`config.mk`:
```
export PLATFORM = sky130hd
export DESIGN_NAME = countdown_timer_ctrl
export DESIGN_NICKNAME = d
export VERILOG_FILES = /design/src/rtl/countdown_timer_ctrl.sv
export SDC_FILE = /design/constraint.sdc
export NUM_CORES = 1
export LEC_CHECK = 0
export ABC_AREA = 1
export CAP_MARGIN = 10
export CELL_PAD_IN_SITES_DETAIL_PLACEMENT = 1
export CELL_PAD_IN_SITES_GLOBAL_PLACEMENT = 1
export CORE_ASPECT_RATIO = 0.8
export CORE_MARGIN = 8
export CORE_UTILIZATION = 37
export CTS_BUF_LIST = sky130_fd_sc_hd__clkbuf_16
export CTS_CLUSTER_DIAMETER = 40
export DETAILED_ROUTE_END_ITERATION = 12
export PLACE_DENSITY = 0.79
export SETUP_SLACK_MARGIN = 0.15
export SKIP_CTS_REPAIR_TIMING = 1
export SYNTH_ARGS = -nofsm -noshare
export SYNTH_HDL_FRONTEND = slang
export SYNTH_SLANG_ARGS = --single-unit
```
`constraint.sdc`:
```
create_clock -name clk -period 2.05 [get_ports clk]
set_input_delay 0.41 -clock clk [delete_from_list [all_inputs] [get_ports clk]]
set_output_delay 0.41 -clock clk [all_outputs]
set_load 0.02 [all_outputs]
```
`src/rtl/countdown_timer_ctrl.sv`:
```
// ---------------------------------------------------------------------------
// countdown_timer_ctrl
//
// Loadable down-counter with start/stop/pause control, optional auto-reload
// and a one-cycle terminal-count pulse.
//
// Ports:
//   clk          in   rising-edge clock
//   rst          in   asynchronous active-low reset
//   load_en      in   write load_val into preset and count (IDLE/PAUSE/DONE)
//   load_val     in   N-bit preset value
//   start        in   begin / resume / restart countdown
//   stop         in   pause countdown
//   auto_reload  in   level: on terminal count reload preset and keep running
//   count        out  registered current count
//   busy         out  registered, high exactly while state is RUN
//   done         out  registered one-cycle pulse after the 1 -> 0 transition
//   state        out  IDLE=00, RUN=01, PAUSE=10, DONE=11
//
// Input priority on every edge is load_en > stop > start, except in RUN
// where load_en has no effect at all.
// ---------------------------------------------------------------------------
module countdown_timer_ctrl #(
  parameter int N = 8
) (
  input  logic         clk,
  input  logic         rst,
  input  logic         load_en,
  input  logic [N-1:0] load_val,
  input  logic         start,
  input  logic         stop,
  input  logic         auto_reload,
  output logic [N-1:0] count,
  output logic         busy,
  output logic         done,
  output logic [1:0]   state
);

  typedef enum logic [1:0] {
    ST_IDLE  = 2'b00,
    ST_RUN   = 2'b01,
    ST_PAUSE = 2'b10,
    ST_DONE  = 2'b11
  } state_t;

  localparam logic [N-1:0] CNT_ZERO = {N{1'b0}};
  localparam logic [N-1:0] CNT_ONE  = {{(N-1){1'b0}}, 1'b1};
  localparam logic [N-1:0] CNT_ONES = {N{1'b1}};

  state_t       state_r;
  state_t       state_nx;
  logic [N-1:0] count_r;
  logic [N-1:0] count_nx;
  logic [N-1:0] preset_r;
  logic [N-1:0] preset_nx;
  logic         done_r;
  logic         done_nx;
  logic         busy_r;
  logic         busy_nx;

  // State register
  always_ff @(posedge clk or negedge rst) begin
    if (!rst) begin
      state_r <= ST_IDLE;
    end else begin
      state_r <= state_nx;
    end
  end

  // Next-state logic
  always_comb begin
    state_nx = state_r;
    case (state_r)
      ST_IDLE: begin
        // A start with nothing to count is ignored.
        if (load_en) begin
          state_nx = ST_IDLE;
        end else if (stop) begin
          state_nx = ST_IDLE;
        end else if (start && (count_r != CNT_ZERO)) begin
          state_nx = ST_RUN;
        end else begin
          state_nx = ST_IDLE;
        end
      end
      ST_RUN: begin
        if (stop) begin
          state_nx = ST_PAUSE;
        end else if (count_r == CNT_ONE) begin
          // auto_reload is only looked at here, at terminal count.
          state_nx = auto_reload ? ST_RUN : ST_DONE;
        end else if (count_r == CNT_ZERO) begin
          // Extra cycle at zero on the auto-reload path.
          state_nx = (preset_r != CNT_ZERO) ? ST_RUN : ST_DONE;
        end else begin
          state_nx = ST_RUN;
        end
      end
      ST_PAUSE: begin
        if (load_en) begin
          state_nx = ST_IDLE;
        end else if (stop) begin
          state_nx = ST_PAUSE;
        end else if (start) begin
          state_nx = ST_RUN;
        end else begin
          state_nx = ST_PAUSE;
        end
      end
      ST_DONE: begin
        if (load_en) begin
          state_nx = ST_IDLE;
        end else if (stop) begin
          state_nx = ST_DONE;
        end else if (start && (preset_r != CNT_ZERO)) begin
          state_nx = ST_RUN;
        end else begin
          state_nx = ST_DONE;
        end
      end
      default: begin
        state_nx = ST_IDLE;
      end
    endcase
  end

  // Output / datapath logic: next count, preset, done pulse and busy
  always_comb begin
    count_nx  = count_r;
    preset_nx = preset_r;
    done_nx   = 1'b0;
    case (state_r)
      ST_IDLE, ST_PAUSE: begin
        if (load_en) begin
          preset_nx = load_val;
          count_nx  = load_val;
        end else begin
          count_nx  = count_r;
        end
      end
      ST_RUN: begin
        if (stop) begin
          count_nx = count_r;
        end else if (count_r == CNT_ONE) begin
          count_nx = CNT_ZERO;
          done_nx  = 1'b1;
        end else if (count_r == CNT_ZERO) begin
          // Reload instead of wrapping; a zero preset simply keeps zero.
          count_nx = preset_r;
        end else begin
          count_nx = count_r - CNT_ONE;
        end
      end
      ST_DONE: begin
        if (load_en) begin
          preset_nx = load_val;
          count_nx  = load_val;
        end else if (stop) begin
          count_nx  = count_r;
        end else if (start && (preset_r != CNT_ZERO)) begin
          count_nx  = preset_r;
        end else begin
          count_nx  = count_r;
        end
      end
      default: begin
        count_nx = CNT_ZERO;
      end
    endcase
    busy_nx = (state_nx == ST_RUN);
  end

  // Datapath and output registers
  always_ff @(posedge clk or negedge rst) begin
    if (!rst) begin
      count_r  <= CNT_ZERO;
      preset_r <= CNT_ONES;
      done_r   <= 1'b0;
      busy_r   <= 1'b0;
    end else begin
      count_r  <= count_nx;
      preset_r <= preset_nx;
      done_r   <= done_nx;
      busy_r   <= busy_nx;
    end
  end

  assign count = count_r;
  assign busy  = busy_r;
  assign done  = done_r;
  assign state = state_r;

endmodule

```
==> results of run 1 <==
[flip-flops by register name (all words and copies together) (netlist names)]
| name | flops |
|---|---|
| busy | 1 |
| done | 1 |
| state | 2 |
| preset_r | 8 |
| count | 8 |
[per-layer routing]
metal | vias up | GRT usage, % | routed length (um)
met3 | 4 | 2.70 | 169
li1 | 765 | - | -
met4 | 0 | 2.28 | 13
met2 | 26 | 24.5 | 2060
met5 | - | 0 | 0
met1 | 729 | 19.9 | 2320
[through the flow]
stage / cells / worst slack (ns) / hold slack [ns]
2_1_floorplan: 223 / 0.514 / 0.114
3_3_place_gp: 305 / 0.219 / 0.502
3_5_place_dp: 305 / 0.202 / 0.507
4_1_cts: 309 / 0.188 / 0.516
5_1_grt: 309 / 0.164 / 0.524
6_report: 309 / 0.238 / 0.508
[report_power, final]
part           internal (uW)  switching (uW)
registers                559             198
clock network            260             147
logic                    469             780
[cell type report]
cell class / count / area share, %
repair buffers: 29 / 14.6
well taps: 55 / 3.58
flip-flops and latches: 20 / 26.6
clock buffers: 3 / 3.91
clock inverters: 1 / 0.195
multi-input cells: 163 / 43.5
inverters: 38 / 7.62
[cell usage after synthesis, types with 2 or more instances]
cell / instances
nand2_2: 2
nor2_4: 4
nor2_1: 29
dfstp_2: 8
o21ai_0: 20
nand3_1: 15
xor2_1: 2
a21oi_1: 8
dfrtp_1: 12
o211ai_1: 2
nor3_1: 3
ha_1: 2
inv_2: 4
o21ai_1: 2
nand2_4: 3
inv_1: 32
buf_6: 2
nand2_1: 59
a22oi_1: 2
[cells in the final DEF, fill, tap and decap left out, types with 2 or more instances in the layout]
| master | Yosys | final |
|---|---|---|
| a21oi_1 | 8 | 8 |
| a22oi_1 | 2 | 2 |
| buf_4 | 0 | 4 |
| clkbuf_16 | 0 | 3 |
| clkdlybuf4s50_1 | 0 | 25 |
| dfrtp_1 | 12 | 11 |
| dfstp_2 | 8 | 8 |
| ha_1 | 2 | 2 |
| inv_1 | 32 | 32 |
| inv_2 | 4 | 4 |
| nand2_1 | 59 | 59 |
| nand2_2 | 2 | 2 |
| nand2_4 | 3 | 3 |
| nand3_1 | 15 | 15 |
| nor2_1 | 29 | 29 |
| nor2_4 | 4 | 4 |
| nor3_1 | 3 | 3 |
| o211ai_1 | 2 | 2 |
| o21ai_0 | 20 | 20 |
| o21ai_1 | 2 | 2 |
| xor2_1 | 2 | 2 |
[worst min path at each step]
| stage | start | end | cells after the start |
|---|---|---|---|
| 6_report | rst | state[1] | 2 |
| 5_1_grt | rst | count[2] | 2 |
| 4_1_cts | rst | count[4] | 2 |
| 3_3_place_gp | preset_r[2] | preset_r[2] | 2 |
| 3_5_place_dp | preset_r[3] | preset_r[3] | 2 |
| 2_1_floorplan | rst | busy | 0 |
[cells by family (layout without fill, tap and decap cells)]
| kind of cell | Yosys count | after routing | synth area share, % |
|---|---|---|---|
| adders and majority gates | 2 | 2 | 1.65 |
| DFF | 20 | 20 | 33.7 |
| buffers and inverters | 40 | 71 | 11.1 |
| and+or+nand+nor | 122 | 122 | 38.4 |
| AOI/OAI and AO/OA | 37 | 37 | 14.0 |
| xor gates and xnor gates | 2 | 2 | 1.16 |
==> flow_metrics.py, run 1 <==
metrics = {
    "outcome": {
        "status": "finished clean",
    },
    "sta": {
        "setup_viol": 0,
        "relSlewSlack_pct": 71.3,
        "tightest_slew_ns": 0.429,
        "hold_viol": 0,
        "rsz0062_at_grt": "no",
        "tns_ns": 0,
        "fmax_mhz": 552,
        "min_period_ns": 1.81,
        "maxSlewViolCount": 0,
        "finalClockSkew_ns": 0.00337,
        "fin_crit_sh_pct": 88.4,
    },
    "critical_path": {
        "worstPathMaxFanout": 6,
        "crit_path_end": "count[2]",
        "r2r-start": "count[0]",
        "critPathBufInv": 1,
        "cp.required_ns": 1.64,
        "cp_num_cells": 1,
        "r2r_end": "count[5]",
        "start_kind": "flop",
        "crit_start": "count[2]",
        "path_cells": "clkdlybuf4s50_1",
        "reg2reg_slack_ns": 0.34,
        "cp_top_family": "buffers and inverters",
        "cp_slowest_cell": "clkdlybuf4s50_1",
        "critPathKind": "reg -> out",
        "crit_path_end_kind": "output pin",
        "worstRegToRegCells": 9,
        "slowest_delay_ns": 0.66,
        "crit_arrival_ns": 1.40,
    },
    "detailed_routing": {
        "viasPerCell": 4.93,
        "drc": 0,
        "routed_wl_um": 4560,
        "post_drt_wl_per_cell_um": 14.8,
        "antenna_left": 0,
        "vias": 1524,
        "dr.first_iter.drc_count": 96,
        "drtPass1Iterations": 4,
    },
    "grt": {
        "antenna_found_initial": 0,
        "gr-total-overflow": 0,
        "grt_pass1_wl_um": 7540,
        "grt_pass1_vias": 1555,
        "grtUsageTotal_pct": 14.9,
        "grt_max_degree": 21,
    },
    "layout": {
        "final_area_sq_mm": 0.00192,
        "diodes": 0,
        "drive_above_1_share_pct": 14.2,
        "nNetsFinal": 271,
        "fill_cells": 519,
        "fin_util_pct": 49.9,
        "multi_input_area_sq_um": 836,
        "seq_area_sq_um": 512,
        "area_growth_pct": 26.8,
    },
    "yosys": {
        "synth_edf_count": 0,
        "syn-cell-area_sq_mm": 0.00152,
        "synth_top_area_cell": "dfrtp_1",
        "syn_inst": 223,
        "synthTopCellsByArea": "dfrtp_1 20%, nand2_1 15%, dfstp_2 14%",
        "synth_top_flop_cell": "dfrtp_1",
        "synth.net_count": 239,
        "synth-seq-cells": 20,
        "synth.distinct_cells": 31,
        "async_flop_share_pct": 100,
        "ys_warn_count": 0,
        "synth_top_area_share_pct": 19.8,
        "syn_area_per_cell_sq_um": 6.79,
        "seq_area_frac_synth_pct": 33.7,
    },
    "placed_design": {
        "hpwl_um": 3650,
        "numPortBuffers": 25,
        "placed_area_sq_mm": 0.00184,
        "gp_congestion": 0.804,
    },
    "die": {
        "ios": 26,
        "rows": 20,
        "die_x_um": 87.5,
        "core_sq_mm": 0.00385,
        "die_y_um": 73.2,
        "initial_core_util_pct": 39.3,
        "die_area_sq_mm": 0.00641,
    },
    "power": {
        "p_per_area_mw_per_mm2": 1260,
        "p_total_uw": 2410,
        "irDropWorstVdd_mv": 0.491,
        "power_leakage_uw": 0.000934,
    },
    "clock_tree": {
        "cts.sinks": 20,
        "cts_root_buf": "clkbuf_16",
        "clkTransAtPathRegs_ns": 0.06,
        "cts_buffer_depth": 2,
        "cts_buffers": 3,
        "htree_levels": 1,
        "cts_tree": "built",
        "clkLatencyLatePin_ns": 0.25,
    },
    "hold_path": {
        "worst_hold_path_type": "in -> async",
    },
    "run": {
        "maxCapViolCount": 0,
    },
}
No activity file was read; power rests on OpenSTA's default activity.
==> inputs of run 2 (changes only) <==
REMOVE_ABC_BUFFERS = 1   (was not set)
==> run 2 against run 1 <==
Net effect: largest cell class unchanged; critical path depth is the same; first-iteration DRC count grew 18%; clock skew grew 0.0040 ns; global-route usage grew 1.0 points; largest power group unchanged; total power grew 5.6%; maximum frequency grew 0.77%; sequential share of layout area shrank 0.46 points; register-to-register slack is essentially flat; cell area grew 1.8%.
==> flow_metrics.py, run 2 (synthesized netlist as in run 1, its figures left out) <==
metrics = {
    "grt": {
        "grtUsageTotal_pct": 15.9,
        "grtUsageMet1_pct": 20.6,
        "antenna_found_initial": 0,
        "grt_max_degree": 21,
        "grt_pass1_vias": 1633,
        "grt-busiest-layer": "met2",
        "grt_pass1_wl_um": 7880,
        "gr-total-overflow": 0,
        "met2_usage_pct": 26.1,
        "grtUsageMet3_pct": 3.15,
    },
    "critical_path": {
        "worstPathMaxFanout": 6,
        "cp.required_ns": 1.64,
        "critPathKind": "reg -> out",
        "cp_top_family": "buffers and inverters",
        "path_cells": "clkdlybuf4s50_1",
        "slowest_delay_ns": 0.66,
        "start_kind": "flop",
        "crit_path_end_kind": "output pin",
        "critPathBufInv": 1,
        "crit_arrival_ns": 1.39,
        "cp_slowest_cell": "clkdlybuf4s50_1",
    },
    "sta": {
        "fin_crit_sh_pct": 87.7,
        "tns_ns": 0,
        "hold_viol": 0,
        "relSlewSlack_pct": 68.9,
        "min_period_ns": 1.80,
        "maxSlewViolCount": 0,
        "setup_viol": 0,
        "whs_ns": 0.502,
        "tightest_slew_ns": 0.466,
        "rsz0062_at_grt": "no",
        "finalClockSkew_ns": 0.00733,
        "fmax_mhz": 556,
    },
    "layout": {
        "nNetsFinal": 272,
        "fill_cells": 515,
        "drive_above_1_share_pct": 14.9,
        "diodes": 0,
        "multi_input_area_sq_um": 836,
        "area_growth_pct": 29.1,
        "seq_area_sq_um": 512,
        "final_cell_mix": "59 x nand2_1, 32 x inv_1, 29 x nor2_1, 25 x clkdlybuf4s50_1, 20 x o21ai_0",
        "mostFrequentLayoutCell": "nand2_1",
    },
    "placed_design": {
        "hpwl_um": 3800,
        "numPortBuffers": 25,
        "gp_congestion": 0.869,
    },
    "clock_tree": {
        "cts.sinks": 20,
        "clkLatencyLatePin_ns": 0.26,
        "htree_levels": 1,
        "cts_tree": "built",
        "cts_buffers": 3,
        "clkTransAtPathRegs_ns": 0.06,
        "cts_root_buf": "clkbuf_16",
        "cts_buffer_depth": 2,
    },
    "detailed_routing": {
        "drc": 0,
        "viasPerCell": 5.05,
        "dr.first_iter.drc_count": 113,
        "antenna_left": 0,
        "drtPass1Iterations": 4,
        "post_drt_wl_per_cell_um": 15.2,
        "vias": 1565,
        "routed_wl_um": 4710,
    },
    "die": {
        "rows": 20,
        "die_x_um": 87.5,
        "die_y_um": 73.2,
        "die_area_sq_mm": 0.00641,
        "initial_core_util_pct": 39.3,
        "core_sq_mm": 0.00385,
        "ios": 26,
    },
    "power": {
        "p_per_area_mw_per_mm2": 1300,
        "irDropWorstVdd_mv": 0.603,
        "power_leakage_uw": 0.000950,
    },
    "run": {
        "maxCapViolCount": 0,
    },
    "hold_path": {
        "worst_hold_path_type": "in -> async",
    },
    "outcome": {
        "status": "finished clean",
    },
}
==> run 2: cell types whose count changed in the layout (fill, tap and decap cells not counted) <==
| cell | delta |
|---|---|
| buf_4 | +1 |
| bufinv_16 | +1 |
| clkinv_1 | -1 |
==> run 2: area by class of cell <==
class	instances	area share, %
inverters	38	7.49
multi-input cells	163	42.7
clock inverters	1	1.54
repair buffers	30	14.7
well taps	55	3.52
clock buffers	3	3.84
flip-flops and latches	20	26.2
==> run 2: final timing paths <==
check,depth (start not counted),slack [ns],from,end
setup / recovery,1,0.25,count[5],count[5]
hold / removal,2,0.50,rst,state[0]
setup reg to reg,9,0.35,count[0],busy
hold reg to reg,2,0.52,preset_r[1],preset_r[1]
max in group asynchronous,2,1.27,rst,preset_r[7]
min in group clk,2,0.52,preset_r[1],preset_r[1]
==> run 2: power breakdown <==
| part | internal [uW] | total [uW] | switching (uW) |
|---|---|---|---|
| logic | 473 | 1250 | 773 |
| clock network | 388 | 554 | 166 |
| registers | 559 | 750 | 191 |
==> run 2: per-stage QoR <==
step	setup slack (ns)	instance area (sq um)	instances	total power, uW	utilization, %
floorplan	0.514	1490	221	1510	-
global placement	0.178	1850	306	1990	48.0
detailed placement	0.0995	1850	306	2010	48.0
CTS	0.176	1950	310	2570	50.7
global route	0.198	1960	310	2730	50.7
finish	0.251	1960	310	2550	50.7
==> run 2: routing by layer <==
layer	up-vias	routed length, um
met5	-	0
met4	0	49
met3	6	157
met2	31	2150
met1	756	2350
li1	772	-
==> inputs of run 3 (changes only) <==
SKIP_CTS_REPAIR_TIMING = not set   (was 1)
==> results of run 3 <==
The final DEF is identical to that of run 2; final timing and power are the same.
==> variant 1, RTL diff (config.mk and constraints of run 2) <==
`N`: 8 -> 4.
--- a/src/rtl/countdown_timer_ctrl.sv
+++ b/src/rtl/countdown_timer_ctrl.sv
@@ -23,3 +23,3 @@
 module countdown_timer_ctrl #(
-  parameter int N = 8
+  parameter int N = 4
 ) (
Interface: changed (resized count and load_val); port bits go from 26 to 18. No check against the original RTL was run, so the function may have changed too.
==> variant 1 against run 2 <==
Sequential power decreased by 35%. Wire length shrank 47%. Sequential cell count shrank 8. Power down 30%. Final area fell by 43%. Setup slack improved by 20 ps. Hold slack better by 2.0 ps. Synthesized area shrank 44%. Largest power group unchanged.
==> variant 1: results <==
# TYPE chip_impl_metric gauge
chip_impl_metric{name="grt_start_max_net_pins",unit=""} 13
chip_impl_metric{name="sequential_share_of_the_synthesized_area",unit="%"} 36.2
chip_impl_metric{name="routed_wirelength",unit="um"} 2520
chip_impl_info{name="yosys-top-cells-count",value="nand2_1 (48), inv_1 (16), nor2_1 (14)"} 1
chip_impl_metric{name="combined_global_route_utilization_of_all_metal_layers",unit="%"} 12.9
chip_impl_info{name="synth_top_cells_by_area",value="dfrtp_1 (24%), nand2_1 (21%), dfstp_2 (12%)"} 1
chip_impl_metric{name="cell_internal_pwr",unit="uW"} 969
chip_impl_metric{name="worst_ep_arrival_time",unit="ps"} 1370
chip_impl_metric{name="reg2reg_setup_slack",unit="ps"} 550
chip_impl_metric{name="grt_pass1_wl",unit="um"} 4240
chip_impl_info{name="worstHoldPathType",value="reg -> reg"} 1
chip_impl_metric{name="synth_cell_types",unit=""} 19
chip_impl_info{name="outcome",value="finished clean"} 1
chip_impl_metric{name="max_slew.worst_pin.slew",unit="ps"} 674
chip_impl_metric{name="clock_latency",unit="ps"} 250
chip_impl_metric{name="vias",unit=""} 879
chip_impl_metric{name="clock-skew-final",unit="ps"} 6.68
chip_impl_metric{name="numPortBuffers",unit=""} 17
chip_impl_metric{name="postSynth.asyncResetShare",unit="%"} 100
chip_impl_metric{name="place_ws",unit="ps"} 249
chip_impl_metric{name="gp_routability_congestion",unit=""} 0.841
chip_impl_metric{name="drt-initial-drc-count",unit=""} 45
chip_impl_metric{name="detailed_place_hpwl",unit="um"} 1950
chip_impl_metric{name="finalHoldWorstSlack",unit="ps"} 504
chip_impl_metric{name="via_count_of_the_first_global_routing_pass",unit=""} 930
chip_impl_metric{name="max-vdd-ir-drop",unit="uV"} 1070
chip_impl_metric{name="power_leakage",unit="nW"} 0.574
chip_impl_info{name="r2r_end",value="count[2]"} 1
chip_impl_metric{name="post_route_cells_drive_above_1_share",unit="%"} 14.9
-- variant 1: cell count changes in the layout (fill, tap and decap cells not counted), sizes merged, moves of 3 or more --
cell / change
dfstp: -4
nor2: -17
clkdlybuf4s50: -8
buf: -5
inv: -16
nand3: -11
nand2: -13
nor3: -3
dfrtp: -4
o21ai: -16
-- variant 1: worst max path at each step --
| stage | start | end | slack, ps | depth (start not counted) |
|---|---|---|---|---|
| 2_1_floorplan | count[0] | count[3] | 680 | 10 |
| 3_3_place_gp | stop | count[3] | 320 | 10 |
| 3_5_place_dp | stop | count[3] | 250 | 10 |
| 4_1_cts | state[0] | state[0] | 260 | 1 |
| 5_1_grt | state[0] | state[0] | 200 | 1 |
| 6_report | state[0] | state[0] | 270 | 1 |
-- variant 1: layout make-up --
class                           instances  area (sq um)
Inverter                               20          75.1
Multi-Input combinational cell         95           463
Fill cell                             301          1030
Sequential cell                        12           305
Clock buffer                            3          75.1
Tap cell                               25          31.3
Clock inverter                          1          3.75
Timing Repair Buffer                   17           170
-- variant 1: layer usage --
layer	wire length (um)	track usage, %	vias to the layer above	part of all wire [%]
met1	1160	14.4	423	46
met5	0	0	-	0
met3	158	5.03	5	6.3
met4	27	5.25	0	1.1
li1	-	-	432	-
met2	1180	21.7	19	47
-- variant 1: cell families after synthesis --
family / synth area share [%]
AOI/OAI and AO/OA: 12.0
adders and majority gates: 4.45
buffers and inverters: 8.90
DFF: 36.2
and+or+nand+nor: 38.4
-- variant 1: per-stage QoR --
stage,instances,instance area [sq um],power (mW),utilization (%)
global route,173,1120,1.91,52.1
global placement,169,1040,1.37,48.4
finish,173,1120,1.78,52.1
floorplan,127,843,1.07,-
CTS,173,1120,1.79,52.1
detailed placement,169,1040,1.41,48.4
-- variant 1: power by group through the flow --
stage / sequential [mW] / combinational (mW) / clock [mW]
final: 0.490 / 0.916 / 0.370
after global routing: 0.511 / 1.02 / 0.379
after CTS: 0.491 / 0.924 / 0.374
after detailed placement: 0.493 / 0.913 / 0
after global placement: 0.486 / 0.880 / 0
after floorplan: 0.547 / 0.521 / 0
==> variant 2, RTL diff (settings of run 2) <==
Made on the original files. Register the input `stop` before use, cleared by the reset. The logic sees it one clock later. The other inputs are not delayed to match.
--- a/src/rtl/countdown_timer_ctrl.sv
+++ b/src/rtl/countdown_timer_ctrl.sv
@@ -49,2 +49,12 @@
 
+  logic stop_q;
+
+  always_ff @(posedge clk or negedge rst) begin
+    if (!rst) begin
+      stop_q <= '0;
+    end else begin
+      stop_q <= stop;
+    end
+  end
+
   state_t       state_r;
@@ -77,3 +87,3 @@
           state_nx = ST_IDLE;
-        end else if (stop) begin
+        end else if (stop_q) begin
           state_nx = ST_IDLE;
@@ -86,3 +96,3 @@
       ST_RUN: begin
-        if (stop) begin
+        if (stop_q) begin
           state_nx = ST_PAUSE;
@@ -101,3 +111,3 @@
           state_nx = ST_IDLE;
-        end else if (stop) begin
+        end else if (stop_q) begin
           state_nx = ST_PAUSE;
@@ -112,3 +122,3 @@
           state_nx = ST_IDLE;
-        end else if (stop) begin
+        end else if (stop_q) begin
           state_nx = ST_DONE;
@@ -141,3 +151,3 @@
       ST_RUN: begin
-        if (stop) begin
+        if (stop_q) begin
           count_nx = count_r;
@@ -157,3 +167,3 @@
           count_nx  = load_val;
-        end else if (stop) begin
+        end else if (stop_q) begin
           count_nx  = count_r;
Check against the original RTL: not equivalent (a bounded check fails within 4 cycles, from zero or initial values and one cycle with rst low).
==> variant 2 against run 2 <==
Setup slack better by 23 ps. Final area fell by 7.0%. Power shrank 8.9%. Count of clock-buffer cells in the layout unchanged. Critical path depth stayed put. Clock skew fell by 4.0 ps. Global-route usage decreased by 1.4 points. Wire length down 13%. Sequential cell count grew 1. Synthesized cell count decreased by 15%. Critical path type unchanged. Synthesized area shrank 5.3%.
==> variant 2: results <==
# TYPE chip_impl_metric gauge
chip_impl_info{name="outcome",value="finished clean"} 1
chip_impl_metric{name="clock-skew-final",unit="ps"} 3.29
chip_impl_metric{name="sequential_share_of_the_synthesized_area",unit="%"} 37.3
chip_impl_info{name="yosys-top-cells-count",value="nand2_1 (56), nor2_1 (24), inv_1 (17)"} 1
chip_impl_metric{name="power_leakage",unit="nW"} 0.865
chip_impl_metric{name="yosysWarningCount",unit=""} 0
chip_impl_metric{name="global_route.usage.met3",unit="%"} 3.89
chip_impl_metric{name="worstRegToRegCells",unit=""} 11
chip_impl_metric{name="grt_pass1_wl",unit="um"} 7070
chip_impl_metric{name="route.detailed.wl_per_inst",unit="um"} 15.7
chip_impl_info{name="synth_top_cells_by_area",value="dfrtp_1 (23%), dfstp_2 (15%), nand2_1 (15%)"} 1
chip_impl_metric{name="route.layer.met1.wl",unit="um"} 1840
chip_impl_metric{name="sequential_power_share",unit="%"} 33.1
chip_impl_metric{name="worst_ep_arrival_time",unit="ps"} 1370
chip_impl_metric{name="max-vdd-ir-drop",unit="uV"} 601
chip_impl_metric{name="place_ws",unit="ps"} 279
chip_impl_metric{name="layout.filler_cells",unit=""} 457
chip_impl_metric{name="via_count_of_the_first_global_routing_pass",unit=""} 1470
chip_impl_metric{name="worst_slew_margin_rel",unit="%"} 73.1
chip_impl_metric{name="detailed_route_wirelength_on_metal2",unit="um"} 1980
chip_impl_metric{name="vias",unit=""} 1354
chip_impl_metric{name="finalHoldWorstSlack",unit="ps"} 502
chip_impl_info{name="route.top_layer_used",value="met4"} 1
chip_impl_metric{name="synth_cell_types",unit=""} 30
chip_impl_metric{name="detailed_place_hpwl",unit="um"} 3290
chip_impl_metric{name="reg2reg_setup_slack",unit="ps"} 410
chip_impl_info{name="prevailing_post_synth_register_cell",value="dfrtp_1"} 1
chip_impl_metric{name="number_of_nets_in_the_layout",unit=""} 235
chip_impl_metric{name="combined_global_route_utilization_of_all_metal_layers",unit="%"} 14.5
chip_impl_metric{name="routed_length_on_met3",unit="um"} 226
chip_impl_metric{name="cell_internal_pwr",unit="mW"} 1.30
chip_impl_metric{name="grt.met1_usage",unit="%"} 18.0
chip_impl_metric{name="drt-initial-drc-count",unit=""} 63
chip_impl_metric{name="post_route_cells_drive_above_1_share",unit="%"} 22.5
chip_impl_metric{name="powerClk",unit="uW"} 416
chip_impl_metric{name="grt_start_max_net_pins",unit=""} 22
chip_impl_metric{name="gr-usage-met2",unit="%"} 24.1
-- variant 2: cell count changes after synthesis, sizes merged, moves of 3 or more --
| cell | change |
|---|---|
| inv | -14 |
| o21ai | -14 |
| nand3 | -7 |
| a22oi | +4 |
| mux2 | +4 |
| nor3 | -3 |
-- variant 2: metrics by stage --
| step | power [mW] | area [sq um] | std cells | utilization, % |
|---|---|---|---|---|
| 6_report | 2.32 | 1820 | 262 | 48.4 |
| 3_5_place_dp | 1.91 | 1740 | 258 | 46.3 |
| 2_1_floorplan | 1.48 | 1420 | 187 | - |
| 4_1_cts | 2.35 | 1820 | 262 | 48.4 |
| 3_3_place_gp | 1.87 | 1740 | 258 | 46.3 |
| 5_1_grt | 2.51 | 1820 | 262 | 48.4 |
-- variant 2: how the worst max path moves through the flow --
stage               endpoint  cells past startpoint     start  slack [ps]
floorplan           count[0]                     10  count[0]         530
global placement    count[1]                      7   load_en         340
detailed placement  count[1]                      7   load_en         280
CTS                 state[0]                      1  state[0]         170
global route        count[2]                      1  count[2]         220
finish              count[2]                      1  count[2]         270
-- variant 2: cell families (layout without fill, tap and decap cells) --
logic type,after synthesis,count (layout),share of synthesized area (%)
compound gates,24,24,10.9
flops,21,21,37.3
xor+xnor,2,2,1.22
fa+ha+maj,2,2,1.74
simple gates,111,111,38.0
mux,4,4,3.14
buf+inv,25,54,7.67
-- variant 2: layout make-up --
cell class                      instances  area share, %
Multi-Input combinational cell        143           43.4
Sequential cell                        21           29.5
Timing Repair Buffer                   27           14.6
Inverter                               23           5.02
Clock buffer                            3           4.13
Tap cell                               44           3.03
Clock inverter                          1          0.275
